[src/rtl/control_pkg.sv]
// -----------------------------------------------------------------------------
// control_pkg
// Shared definitions for the Mini SRC hardwired control sequencer:
//   - opcode and ALU op_sel encodings
//   - FSM state encoding (also exported on state_view for debug)
//   - instruction-class decode used by the sequencer
//   - packed control-word struct driven onto the datapath interface
// -----------------------------------------------------------------------------
package control_pkg;

  localparam int OPW  = 5;  // opcode width, IR[31:27]
  localparam int ALUW = 5;  // op_sel width

  // Opcodes
  localparam logic [OPW-1:0] OP_LD   = 5'b00000;
  localparam logic [OPW-1:0] OP_LDI  = 5'b00001;
  localparam logic [OPW-1:0] OP_ST   = 5'b00010;
  localparam logic [OPW-1:0] OP_ADD  = 5'b00011;
  localparam logic [OPW-1:0] OP_SUB  = 5'b00100;
  localparam logic [OPW-1:0] OP_AND  = 5'b00101;
  localparam logic [OPW-1:0] OP_OR   = 5'b00110;
  localparam logic [OPW-1:0] OP_SHR  = 5'b00111;
  localparam logic [OPW-1:0] OP_SHL  = 5'b01000;
  localparam logic [OPW-1:0] OP_ADDI = 5'b01100;
  localparam logic [OPW-1:0] OP_ANDI = 5'b01101;
  localparam logic [OPW-1:0] OP_ORI  = 5'b01110;
  localparam logic [OPW-1:0] OP_BR   = 5'b10010;
  localparam logic [OPW-1:0] OP_JR   = 5'b10100;
  localparam logic [OPW-1:0] OP_NOP  = 5'b11010;
  localparam logic [OPW-1:0] OP_HALT = 5'b11011;

  // ALU operation selects (R-type instructions pass their opcode straight through)
  localparam logic [ALUW-1:0] ALU_NONE = 5'b00000;
  localparam logic [ALUW-1:0] ALU_ADD  = 5'b00011;
  localparam logic [ALUW-1:0] ALU_AND  = 5'b00101;
  localparam logic [ALUW-1:0] ALU_OR   = 5'b00110;

  // FSM states, 4-bit encoding
  typedef enum logic [3:0] {
    S_RST  = 4'd0,
    S_T0   = 4'd1,
    S_T1   = 4'd2,
    S_T2   = 4'd3,
    S_T3   = 4'd4,
    S_T4   = 4'd5,
    S_T5   = 4'd6,
    S_T6   = 4'd7,
    S_T7   = 4'd8,
    S_HALT = 4'd15
  } state_t;

  // Instruction classes: instructions in one class share an execute sequence
  typedef enum logic [3:0] {
    C_NONE,   // nop and every undefined opcode: no execute cycles
    C_LD,
    C_LDI,
    C_ST,
    C_RTYPE,
    C_IMM,
    C_BR,
    C_JR,
    C_HALT
  } iclass_t;

  // One bit per datapath enable plus the ALU select
  typedef struct packed {
    logic            pc_out;
    logic            mdr_out;
    logic            zlo_out;
    logic            r_out;
    logic            c_out;
    logic            ba_out;
    logic            mar_rd;
    logic            mdr_rd;
    logic            ir_rd;
    logic            pc_rd;
    logic            y_rd;
    logic            zlo_rd;
    logic            r_in;
    logic            gra;
    logic            grb;
    logic            grc;
    logic            inc_pc;
    logic            read;
    logic            write;
    logic            con_in;
    logic [ALUW-1:0] op_sel;
  } ctrl_t;

  function automatic iclass_t decode_class(input logic [OPW-1:0] op);
    iclass_t c;
    case (op)
      OP_LD:   c = C_LD;
      OP_LDI:  c = C_LDI;
      OP_ST:   c = C_ST;
      OP_ADD, OP_SUB, OP_AND, OP_OR, OP_SHR, OP_SHL:
               c = C_RTYPE;
      OP_ADDI, OP_ANDI, OP_ORI:
               c = C_IMM;
      OP_BR:   c = C_BR;
      OP_JR:   c = C_JR;
      OP_HALT: c = C_HALT;
      default: c = C_NONE;
    endcase
    return c;
  endfunction

  // ALU select for the immediate forms; they reuse the R-type ALU codes
  function automatic logic [ALUW-1:0] imm_alu_op(input logic [OPW-1:0] op);
    logic [ALUW-1:0] a;
    case (op)
      OP_ANDI: a = ALU_AND;
      OP_ORI:  a = ALU_OR;
      default: a = ALU_ADD;
    endcase
    return a;
  endfunction

endpackage

[src/rtl/control_sequencer_if.sv]
// -----------------------------------------------------------------------------
// control_sequencer_if
// Signal bundle between the control sequencer and the Mini SRC datapath.
//   datapath -> sequencer : ir, con_ff, mem_ready
//   sequencer -> datapath : bus drive enables, register load enables,
//                           Gra/Grb/Grc, IncPC/Read/Write/CON_in, op_sel
//   status                : run, state_view
// modport master = sequencer side, modport slave = datapath side.
// -----------------------------------------------------------------------------
interface control_sequencer_if;
  import control_pkg::*;

  logic [31:0]     ir;
  logic            con_ff;
  logic            mem_ready;

  logic            PC_out, MDR_out, Zlo_out, R_out, C_out, BAout;
  logic            MAR_rd, MDR_rd, IR_rd, PC_rd, Y_rd, Zlo_rd, Rin;
  logic            Gra, Grb, Grc;
  logic            IncPC, Read, Write, CON_in;
  logic [ALUW-1:0] op_sel;
  logic            run;
  logic [3:0]      state_view;

  modport master (
    input  ir, con_ff, mem_ready,
    output PC_out, MDR_out, Zlo_out, R_out, C_out, BAout,
    output MAR_rd, MDR_rd, IR_rd, PC_rd, Y_rd, Zlo_rd, Rin,
    output Gra, Grb, Grc,
    output IncPC, Read, Write, CON_in,
    output op_sel, run, state_view
  );

  modport slave (
    output ir, con_ff, mem_ready,
    input  PC_out, MDR_out, Zlo_out, R_out, C_out, BAout,
    input  MAR_rd, MDR_rd, IR_rd, PC_rd, Y_rd, Zlo_rd, Rin,
    input  Gra, Grb, Grc,
    input  IncPC, Read, Write, CON_in,
    input  op_sel, run, state_view
  );

endinterface

[src/rtl/control_sequencer.sv]
// -----------------------------------------------------------------------------
// control_sequencer
// Hardwired Moore control unit for the Mini SRC datapath. Steps through
// fetch (T0..T2) and then the execute sequence selected by IR[31:27],
// stalling in the memory states until mem_ready, and parking in HALT.
// Ports:
//   clk  - system clock, all state changes on posedge
//   clr  - asynchronous active-low reset, forces state RST
//   bus  - control_sequencer_if.master: ir/con_ff/mem_ready in,
//          all datapath control enables, op_sel, run, state_view out
// Outputs are a pure decode of (state, opcode, con_ff); holding the state
// during a memory stall therefore holds every output unchanged, and the
// asynchronous reset clears them in the same cycle clr falls.
// -----------------------------------------------------------------------------
module control_sequencer
  import control_pkg::*;
(
  input  logic                clk,
  input  logic                clr,
  control_sequencer_if.master bus
);

  state_t          state_reg;
  iclass_t         iclass;
  logic [OPW-1:0]  opcode;
  ctrl_t           ctrl;
  logic            unused_ir;

  assign opcode    = bus.ir[31:27];
  assign iclass    = decode_class(opcode);
  assign unused_ir = ^bus.ir[26:0];

  // ---------------------------------------------------------------------------
  // State register. Any class that has no further execute step returns to T0,
  // so a changed or undefined opcode can never strand the sequencer.
  // ---------------------------------------------------------------------------
  always_ff @(posedge clk or negedge clr) begin
    if (!clr) begin
      state_reg <= S_RST;
    end else begin
      case (state_reg)
        S_RST: state_reg <= S_T0;
        S_T0:  state_reg <= S_T1;
        S_T1:  if (bus.mem_ready) state_reg <= S_T2;
        S_T2: begin
          case (iclass)
            C_NONE:  state_reg <= S_T0;
            C_HALT:  state_reg <= S_HALT;
            default: state_reg <= S_T3;
          endcase
        end
        S_T3: begin
          if (iclass inside {C_LD, C_LDI, C_ST, C_RTYPE, C_IMM, C_BR})
            state_reg <= S_T4;
          else
            state_reg <= S_T0;
        end
        S_T4: begin
          if (iclass inside {C_LD, C_LDI, C_ST, C_RTYPE, C_IMM, C_BR})
            state_reg <= S_T5;
          else
            state_reg <= S_T0;
        end
        S_T5: begin
          if (iclass inside {C_LD, C_ST, C_BR})
            state_reg <= S_T6;
          else
            state_reg <= S_T0;
        end
        S_T6: begin
          case (iclass)
            C_LD:    if (bus.mem_ready) state_reg <= S_T7;  // read stall
            C_ST:    state_reg <= S_T7;
            default: state_reg <= S_T0;
          endcase
        end
        S_T7: begin
          // store holds here until the write is accepted
          if (!(iclass == C_ST && !bus.mem_ready))
            state_reg <= S_T0;
        end
        S_HALT:  state_reg <= S_HALT;
        default: state_reg <= S_RST;
      endcase
    end
  end

  // ---------------------------------------------------------------------------
  // Output decode. Every field defaults to 0; RST and HALT add nothing.
  // ---------------------------------------------------------------------------
  always_comb begin
    ctrl = '0;
    case (state_reg)
      S_T0: begin
        ctrl.pc_out = 1'b1;
        ctrl.mar_rd = 1'b1;
        ctrl.inc_pc = 1'b1;
        ctrl.zlo_rd = 1'b1;
      end
      S_T1: begin
        ctrl.zlo_out = 1'b1;
        ctrl.pc_rd   = 1'b1;
        ctrl.read    = 1'b1;
        ctrl.mdr_rd  = 1'b1;
      end
      S_T2: begin
        ctrl.mdr_out = 1'b1;
        ctrl.ir_rd   = 1'b1;
      end
      S_T3: begin
        case (iclass)
          C_LD, C_LDI, C_ST: begin
            // base register plus BAout so R0 reads as zero for the address
            ctrl.grb    = 1'b1;
            ctrl.ba_out = 1'b1;
            ctrl.r_out  = 1'b1;
            ctrl.y_rd   = 1'b1;
          end
          C_RTYPE, C_IMM: begin
            ctrl.grb   = 1'b1;
            ctrl.r_out = 1'b1;
            ctrl.y_rd  = 1'b1;
          end
          C_BR: begin
            ctrl.gra    = 1'b1;
            ctrl.r_out  = 1'b1;
            ctrl.con_in = 1'b1;
          end
          C_JR: begin
            ctrl.gra   = 1'b1;
            ctrl.r_out = 1'b1;
            ctrl.pc_rd = 1'b1;
          end
          default: ;
        endcase
      end
      S_T4: begin
        case (iclass)
          C_LD, C_LDI, C_ST: begin
            ctrl.c_out  = 1'b1;
            ctrl.zlo_rd = 1'b1;
            ctrl.op_sel = ALU_ADD;
          end
          C_RTYPE: begin
            ctrl.grc    = 1'b1;
            ctrl.r_out  = 1'b1;
            ctrl.zlo_rd = 1'b1;
            ctrl.op_sel = opcode;  // R-type opcodes double as ALU selects
          end
          C_IMM: begin
            ctrl.c_out  = 1'b1;
            ctrl.zlo_rd = 1'b1;
            ctrl.op_sel = imm_alu_op(opcode);
          end
          C_BR: begin
            ctrl.pc_out = 1'b1;
            ctrl.y_rd   = 1'b1;
          end
          default: ;
        endcase
      end
      S_T5: begin
        case (iclass)
          C_LDI, C_RTYPE, C_IMM: begin
            ctrl.zlo_out = 1'b1;
            ctrl.gra     = 1'b1;
            ctrl.r_in    = 1'b1;
          end
          C_LD, C_ST: begin
            ctrl.zlo_out = 1'b1;
            ctrl.mar_rd  = 1'b1;
          end
          C_BR: begin
            ctrl.c_out  = 1'b1;
            ctrl.zlo_rd = 1'b1;
            ctrl.op_sel = ALU_ADD;
          end
          default: ;
        endcase
      end
      S_T6: begin
        case (iclass)
          C_LD: begin
            ctrl.read   = 1'b1;
            ctrl.mdr_rd = 1'b1;
          end
          C_ST: begin
            // store data goes to MDR from the register file, not memory
            ctrl.gra    = 1'b1;
            ctrl.r_out  = 1'b1;
            ctrl.mdr_rd = 1'b1;
          end
          C_BR: begin
            ctrl.zlo_out = bus.con_ff;
            ctrl.pc_rd   = bus.con_ff;
          end
          default: ;
        endcase
      end
      S_T7: begin
        case (iclass)
          C_LD: begin
            ctrl.mdr_out = 1'b1;
            ctrl.gra     = 1'b1;
            ctrl.r_in    = 1'b1;
          end
          C_ST:    ctrl.write = 1'b1;
          default: ;
        endcase
      end
      default: ;
    endcase
  end

  assign bus.PC_out     = ctrl.pc_out;
  assign bus.MDR_out    = ctrl.mdr_out;
  assign bus.Zlo_out    = ctrl.zlo_out;
  assign bus.R_out      = ctrl.r_out;
  assign bus.C_out      = ctrl.c_out;
  assign bus.BAout      = ctrl.ba_out;
  assign bus.MAR_rd     = ctrl.mar_rd;
  assign bus.MDR_rd     = ctrl.mdr_rd;
  assign bus.IR_rd      = ctrl.ir_rd;
  assign bus.PC_rd      = ctrl.pc_rd;
  assign bus.Y_rd       = ctrl.y_rd;
  assign bus.Zlo_rd     = ctrl.zlo_rd;
  assign bus.Rin        = ctrl.r_in;
  assign bus.Gra        = ctrl.gra;
  assign bus.Grb        = ctrl.grb;
  assign bus.Grc        = ctrl.grc;
  assign bus.IncPC      = ctrl.inc_pc;
  assign bus.Read       = ctrl.read;
  assign bus.Write      = ctrl.write;
  assign bus.CON_in     = ctrl.con_in;
  assign bus.op_sel     = ctrl.op_sel;
  assign bus.run        = (state_reg != S_RST) && (state_reg != S_HALT);
  assign bus.state_view = state_reg;

endmodule

[src/flat_wrapper.sv]
// flat-port wrapper written by rule: the top's interface ports become plain ports
module control_sequencer_flat import control_pkg::*;
  (clk, clr, bus_ir, bus_con_ff, bus_mem_ready, bus_PC_out, bus_MDR_out, bus_Zlo_out, bus_R_out, bus_C_out, bus_BAout, bus_MAR_rd, bus_MDR_rd, bus_IR_rd, bus_PC_rd, bus_Y_rd, bus_Zlo_rd, bus_Rin, bus_Gra, bus_Grb, bus_Grc, bus_IncPC, bus_Read, bus_Write, bus_CON_in, bus_op_sel, bus_run, bus_state_view);
  control_sequencer_if bus_i ();
  input  logic clk;
  input  logic clr;
  input wire logic [$bits(bus_i.ir)-1:0] bus_ir;
  input wire logic [$bits(bus_i.con_ff)-1:0] bus_con_ff;
  input wire logic [$bits(bus_i.mem_ready)-1:0] bus_mem_ready;
  output wire logic [$bits(bus_i.PC_out)-1:0] bus_PC_out;
  output wire logic [$bits(bus_i.MDR_out)-1:0] bus_MDR_out;
  output wire logic [$bits(bus_i.Zlo_out)-1:0] bus_Zlo_out;
  output wire logic [$bits(bus_i.R_out)-1:0] bus_R_out;
  output wire logic [$bits(bus_i.C_out)-1:0] bus_C_out;
  output wire logic [$bits(bus_i.BAout)-1:0] bus_BAout;
  output wire logic [$bits(bus_i.MAR_rd)-1:0] bus_MAR_rd;
  output wire logic [$bits(bus_i.MDR_rd)-1:0] bus_MDR_rd;
  output wire logic [$bits(bus_i.IR_rd)-1:0] bus_IR_rd;
  output wire logic [$bits(bus_i.PC_rd)-1:0] bus_PC_rd;
  output wire logic [$bits(bus_i.Y_rd)-1:0] bus_Y_rd;
  output wire logic [$bits(bus_i.Zlo_rd)-1:0] bus_Zlo_rd;
  output wire logic [$bits(bus_i.Rin)-1:0] bus_Rin;
  output wire logic [$bits(bus_i.Gra)-1:0] bus_Gra;
  output wire logic [$bits(bus_i.Grb)-1:0] bus_Grb;
  output wire logic [$bits(bus_i.Grc)-1:0] bus_Grc;
  output wire logic [$bits(bus_i.IncPC)-1:0] bus_IncPC;
  output wire logic [$bits(bus_i.Read)-1:0] bus_Read;
  output wire logic [$bits(bus_i.Write)-1:0] bus_Write;
  output wire logic [$bits(bus_i.CON_in)-1:0] bus_CON_in;
  output wire logic [$bits(bus_i.op_sel)-1:0] bus_op_sel;
  output wire logic [$bits(bus_i.run)-1:0] bus_run;
  output wire logic [$bits(bus_i.state_view)-1:0] bus_state_view;
  assign bus_i.ir = bus_ir;
  assign bus_i.con_ff = bus_con_ff;
  assign bus_i.mem_ready = bus_mem_ready;
  assign bus_PC_out = bus_i.PC_out;
  assign bus_MDR_out = bus_i.MDR_out;
  assign bus_Zlo_out = bus_i.Zlo_out;
  assign bus_R_out = bus_i.R_out;
  assign bus_C_out = bus_i.C_out;
  assign bus_BAout = bus_i.BAout;
  assign bus_MAR_rd = bus_i.MAR_rd;
  assign bus_MDR_rd = bus_i.MDR_rd;
  assign bus_IR_rd = bus_i.IR_rd;
  assign bus_PC_rd = bus_i.PC_rd;
  assign bus_Y_rd = bus_i.Y_rd;
  assign bus_Zlo_rd = bus_i.Zlo_rd;
  assign bus_Rin = bus_i.Rin;
  assign bus_Gra = bus_i.Gra;
  assign bus_Grb = bus_i.Grb;
  assign bus_Grc = bus_i.Grc;
  assign bus_IncPC = bus_i.IncPC;
  assign bus_Read = bus_i.Read;
  assign bus_Write = bus_i.Write;
  assign bus_CON_in = bus_i.CON_in;
  assign bus_op_sel = bus_i.op_sel;
  assign bus_run = bus_i.run;
  assign bus_state_view = bus_i.state_view;
  control_sequencer u_core (.clk(clk), .clr(clr), .bus(bus_i));
endmodule
[config.mk]
export PLATFORM = sky130hd
export DESIGN_NAME = control_sequencer_flat
export DESIGN_NICKNAME = d
export VERILOG_FILES = /design/src/rtl/control_pkg.sv /design/src/rtl/control_sequencer_if.sv /design/src/rtl/control_sequencer.sv /design/src/flat_wrapper.sv
export SDC_FILE = /design/constraint.sdc
export NUM_CORES = 1
export LEC_CHECK = 0
export CORE_MARGIN = 1
export CORE_UTILIZATION = 39
export DETAILED_ROUTE_END_ITERATION = 6
export HOLD_SLACK_MARGIN = 0.1
export PLACE_DENSITY = 0.93
export SYNTH_ARGS = -nofsm -noshare
export SYNTH_HDL_FRONTEND = slang
export SYNTH_SLANG_ARGS = --single-unit
export TNS_END_PERCENT = 20
[constraint.sdc]
create_clock -name clk -period 2.1 [get_ports clk]
set_clock_uncertainty 0.05 [all_clocks]
set_input_delay 0.21 -clock clk [delete_from_list [all_inputs] [get_ports clk]]
set_output_delay 0.21 -clock clk [all_outputs]
set_load 0.01 [all_outputs]
==> impl_metrics.ini, run 1 <==
[outcome]
status = finished, violations left
violations = negative setup slack

[sta]
min_period_ns = 2.39
timing.final.ws_setup_ns = -0.293
fmax_mhz = 418
fin_hold_ws_ns = 0.134
drv_slew = 0
setup_viol = 19
hold_viol = 0
min_period_over_period_pct = 114
rsz0062_at_grt = yes

[floorplan]
die_area_um2 = 3170
fp.dieW_um = 56.3
num_rows = 19
coreArea_um2 = 2780
initial_core_util_pct = 41.4
die_h_um = 56.3
ios = 66

[placement]
gp_congestion = 0.948
hpwl_um = 3590
io_buffers = 37
detailed_place.area_um2 = 1950
pre_cts_ws_ns = -0.964

[global_routing]
met3_usage_pct = 9.45
grt_pass1_wl_um = 9380
grtUsageMet2_pct = 65.0
grtUsageTotal_pct = 38.5
met1_usage_pct = 41.2
antenna_found_initial = 0
grt_overflow_total = 0
grt_max_degree = 13
grt_pass1_vias = 2004
busiest_layer = met2

[hold_path]
hp-class = in -> async

[power]
power_frac_clock_pct = 7.5
max-vdd-ir-drop_v = 0.000969
combPwrFrac_pct = 81.5
powerDensity_nw_per_um2 = 680
p_seq_share_pct = 11.0
power_switching_uw = 846
p_leak_uw = 0.00112
internal-power_uw = 805
swShare_pct = 51.2

[clock_tree]
cts_buffers = 3
root_buffer = clkbuf_4
cts_hold_buf = 0
htree_levels = 1
cts_tree = done
clk_latency_ns = 0.28
cts.sinks = 4
cts.clk_slew.worst_paths_ns = 0.05
clock_path_buffers = 2

[route]
dr.pass1.iters = 7
num_vias = 2104
viasPerCell = 6.90
drtIter0Drc = 321
ant_nets = 0
wl_per_cell_um = 23.7
routed_wl_um = 7230
drc_errors = 0

[synthesis]
synth_edf_count = 0
post-synth-top-area-cell = dfrtp_1
seq_area_frac_synth_pct = 8.70
synth_area_leaders = dfrtp_1 8.7%, ha_1 6.5%, nand2_1 5.9%
yosys.cell_types.count = 53
async_flop_share_pct = 100
syn_nets = 213
synth_area_um2 = 1150
synth_ff_type = dfrtp_1
ys_seq_elements = 4
syn_avg_cell_area_um2 = 6.73
synth_top_area_share_pct = 8.70
yosysWarnings = 0
netlist_instances = 171

[final_layout]
n_antenna_cell = 0
largest_reg_flops = 4
stdcell_area_um2 = 2430
areaGrowthSynthToFinish_pct = 111
postLayoutCoreUtil_pct = 87.4
drive_above_1_share_pct = 61.3
nets = 318
nFillCells = 132

[setup_path]
cp-start-kind = input port
crit_type = in -> out
worstPathArrival_ns = 2.13
cp_max_fo = 5
worstSetupEndpointType = primary output
crit_required_ns = 1.84

[job]
maxCapViolations = 0
[cell usage after synthesis, types with 3 or more instances]
| library cell | instances |
|---|---|
| nand3_1 | 8 |
| o21bai_1 | 3 |
| nor2_1 | 15 |
| and2_1 | 3 |
| o21ai_1 | 5 |
| nand2_1 | 18 |
| clkbuf_1 | 8 |
| dfrtp_1 | 4 |
| o21ai_0 | 13 |
| buf_2 | 6 |
| ha_1 | 6 |
| or3_1 | 4 |
| a31oi_1 | 6 |
| nor3_1 | 8 |
| nand2b_1 | 5 |
| o211ai_1 | 3 |
| inv_1 | 7 |
| nand4b_1 | 4 |
[area by class of cell]
cell class	instances	area [µm²]	share of cell area, %
multi-input combinational	143	1290	53.2
timing repair buffer	117	941	38.7
clock buffer	3	22.5	0.927
sequential	4	103	4.22
tap	31	38.8	1.60
inverter	7	31.3	1.29
[metrics by stage]
stage | power [µW] | TNS, ns | std cells
2_1_floorplan | 687 | 0 | 171
3_3_place_gp | 1270 | -18.94 | 286
3_5_place_dp | 1310 | -22.12 | 286
4_1_cts | 1420 | -0.445 | 301
5_1_grt | 1710 | -2.48 | 305
6_report | 1650 | -1.40 | 305
[per-layer routing]
metal	wire, µm	vias to the layer above
li1	-	848
met1	2570	978
met2	3370	198
met3	745	80
met4	542	0
met5	0	-
[power by group through the flow]
stage | registers, µW | clock network, µW | logic [µW]
6_report | 182 | 124 | 1350
5_1_grt | 183 | 123 | 1410
4_1_cts | 159 | 107 | 1150
3_5_place_dp | 157 | 0 | 1150
3_3_place_gp | 152 | 0 | 1120
2_1_floorplan | 144 | 0 | 543
[logic make-up after synthesis]
| logic type | share of synthesized area [%] |
|---|---|
| muxes | 2.72 |
| DFF | 8.70 |
| AOI/OAI and AO/OA | 34.6 |
| adders and majority gates | 6.52 |
| other | 0.326 |
| and+or+nand+nor | 37.1 |
| buffers and inverters | 10.1 |
[cells in the final DEF, fill, tap and decap left out, types with 5 or more instances in the layout]
cell / instances
nand2_1: 13
o21ai_1: 7
nand3_1: 5
a31oi_1: 5
o21ai_0: 8
clkdlybuf4s50_1: 7
buf_2: 18
nor2_1: 7
buf_6: 13
inv_1: 5
buf_4: 69
[path summary, 6_finish.rpt]
path / start / end / slack (ns) / cells after the start
hold / removal: clr / u_core.bus.state_view[0]$_DFFE_PN0P_ / 0.13 / 1
setup / recovery: bus_ir[28] / bus_op_sel[1] / -0.29 / 11
min in group clk: bus_mem_ready / u_core.bus.state_view[0]$_DFFE_PN0P_ / 0.67 / 2
setup reg to reg: u_core.bus.state_view[2]$_DFFE_PN0P_ / u_core.bus.state_view[3]$_DFFE_PN0P_ / 0.02 / 8
max in group asynchronous: clr / u_core.bus.state_view[1]$_DFFE_PN0P_ / 1.62 / 1
hold reg to reg: u_core.bus.state_view[3]$_DFFE_PN0P_ / u_core.bus.state_view[3]$_DFFE_PN0P_ / 0.72 / 2
[repair_timing]
| action | 4_1_cts | 5_1_grt |
|---|---|---|
| cloned | 1 | 0 |
| resized for setup | 156 | 49 |
| setup buffers | 11 | 5 |
| pin swaps | 22 | 23 |
| endpoints found under the setup margin | 29 | 28 |
[critical path: stages]
cell and delay [ns]:
buf_6 0.11, buf_6 0.13, ha_4 0.17, a31oi_4 0.20, o21a_4 0.20, nor2_4 0.05, buf_6 0.14, nor2_2 0.22
a31oi_1 0.15, o21ai_0 0.32, buf_2 0.22
(Power assumes the default switching activity.)
==> run 2, diff against run 1 <==
--- a/config.mk
+++ b/config.mk
@@ -10,6 +10,7 @@
 export DETAILED_ROUTE_END_ITERATION = 6
 export HOLD_SLACK_MARGIN = 0.1
 export PLACE_DENSITY = 0.93
+export SETUP_SLACK_MARGIN = 0.4
 export SYNTH_ARGS = -nofsm -noshare
 export SYNTH_HDL_FRONTEND = slang
 export SYNTH_SLANG_ARGS = --single-unit
==> run 2 against run 1 <==
Net effect:
- critical path type is now in -> reg
- largest cell class unchanged
- die area unchanged
- the flow still finishes with violations (negative setup slack)
- highest routed layer unchanged
- sequential share of layout area decreased by 0.40 points
- combinational power grew 17%
- clock power down 20%
- worst setup slack lost 0.10 ns
- design area is 7.7% higher
- global-route usage grew 3.6 points
- worst hold slack got worse by 0.0023 ns
- cell count is 2.3% higher
==> impl_metrics.ini, run 2 (same netlist as run 1, synthesis figures left out) <==
[clock_tree]
root_buffer = clkbuf_4
cts_tree = done
cts_hold_buf = 0
cts_buffers = 3
clock_path_buffers = 2
htree_levels = 1
cts.sinks = 4
clk_latency_ns = 0.24
cts.clk_slew.worst_paths_ns = 0.04

[global_routing]
grt_overflow_total = 0
grt_pass1_wl_um = 10300
busiest_layer = met2
grtUsageTotal_pct = 42.0
grtUsageMet2_pct = 71.3
met1_usage_pct = 50.3
grt_max_degree = 12
met3_usage_pct = 8.06
grt_pass1_vias = 1973
antenna_found_initial = 0

[outcome]
violations = negative setup slack
status = finished, violations left

[sta]
drv_slew = 0
rsz0062_at_grt = yes
setup_viol = 25
min_period_over_period_pct = 119
timing.final.ws_setup_ns = -0.397
min_period_ns = 2.50
hold_viol = 0
fmax_mhz = 401

[final_layout]
areaGrowthSynthToFinish_pct = 127
nFillCells = 83
n_antenna_cell = 0
stdcell_area_um2 = 2620
drive_above_1_share_pct = 66.5
layout_common_cells = 71 x buf_4, 22 x buf_6, 16 x buf_2
final_cells = 312
nets = 325
multi_input_area_um2 = 1390
regArea_um2 = 100
layout_commonest_cell = buf_4
largest_reg_flops = 4
postLayoutCoreUtil_pct = 94.1

[setup_path]
r2r-end = u_core.bus.state_view[0]$_DFFE_PN0P_
worstPathArrival_ns = 2.52
critPathCapture = u_core.bus.state_view[0]$_DFFE_PN0P_
critPathLaunch = bus_ir[29]
cp-start-kind = input port
r2r_setup_slack_ns = -0.14
r2r_start = u_core.bus.state_view[3]$_DFFE_PN0P_
crit_type = in -> reg
cp_max_fo = 5
rr_worst_depth = 8
worstSetupEndpointType = register
crit_required_ns = 2.13

[route]
drtIter0Drc = 373
dr.pass1.iters = 7
routed_wl_um = 8180
drc_errors = 0
ant_nets = 0
wl_per_cell_um = 26.2
viasPerCell = 7.16
num_vias = 2233

[job]
maxCapViolations = 0

[floorplan]
num_rows = 19
initial_core_util_pct = 41.4
ios = 66
fp.dieW_um = 56.3
die_h_um = 56.3
coreArea_um2 = 2780
die_area_um2 = 3170

[placement]
dp.cells = 285
gp_congestion = 0.932
pre_cts_ws_ns = -1.01
io_buffers = 37
hpwl_um = 3430
detailed_place.area_um2 = 2090

[power]
p_leak_uw = 0.00116
p_total_uw = 1840
powerDensity_nw_per_um2 = 704
max-vdd-ir-drop_v = 0.00140

[hold_path]
hp-class = in -> async
run 2: timing repair:
item / in CTS / in global routing
setup endpoints to repair: 30 / 30
endpoints found under the hold margin: 0 / 0
setup buffers: 15 / 8
pin swaps: 24 / 21
gates cloned: 1 / 0
resized for setup: 172 / 30
run 2: stage by stage:
stage / setup TNS [ns] / hold WS [ns]
2_1_floorplan: 0 / -0.136
3_3_place_gp: -20.65 / 0.375
3_5_place_dp: -22.23 / 0.387
4_1_cts: -0.645 / 0.135
5_1_grt: -4.58 / 0.136
6_report: -3.84 / 0.132
run 2: routing by layer:
metal | routed length, µm | up-vias
met2 | 3520 | 257
met4 | 768 | 0
met5 | 0 | -
met3 | 1150 | 91
li1 | - | 863
met1 | 2750 | 1022
run 2: worst max-delay path: stages:
cell and delay, ns:
dlygate4sd2_1 0.30, buf_6 0.16, nand4b_1 0.21, buf_4 0.21, o31a_1 0.20, buf_4 0.23, a41oi_1 0.29, o31ai_1 0.14
a222oi_1 0.37, o32ai_1 0.21
run 2: worst min path at each step:
stage	start	end	depth (start not counted)
detailed placement	clr	u_core.bus.state_view[2]$_DFFE_PN0P_	1
floorplan	clr	u_core.bus.state_view[0]$_DFFE_PN0P_	0
global route	clr	u_core.bus.state_view[2]$_DFFE_PN0P_	1
finish	clr	u_core.bus.state_view[3]$_DFFE_PN0P_	1
global placement	clr	u_core.bus.state_view[2]$_DFFE_PN0P_	1
CTS	clr	u_core.bus.state_view[2]$_DFFE_PN0P_	1
run 2: final cells by class:
class                   instances  area share [%]
multi-input cells             143            52.9
repair buffers                124            39.2
flip-flops and latches          4            3.83
inverters                       7            1.67
well taps                      31            1.48
clock buffers                   3           0.861
run 2: power by group:
part	total, µW	internal, µW	switching (µW)
Sequential	165	105	60.1
Clock	99.7	64.2	35.5
Combinational	1580	703	875
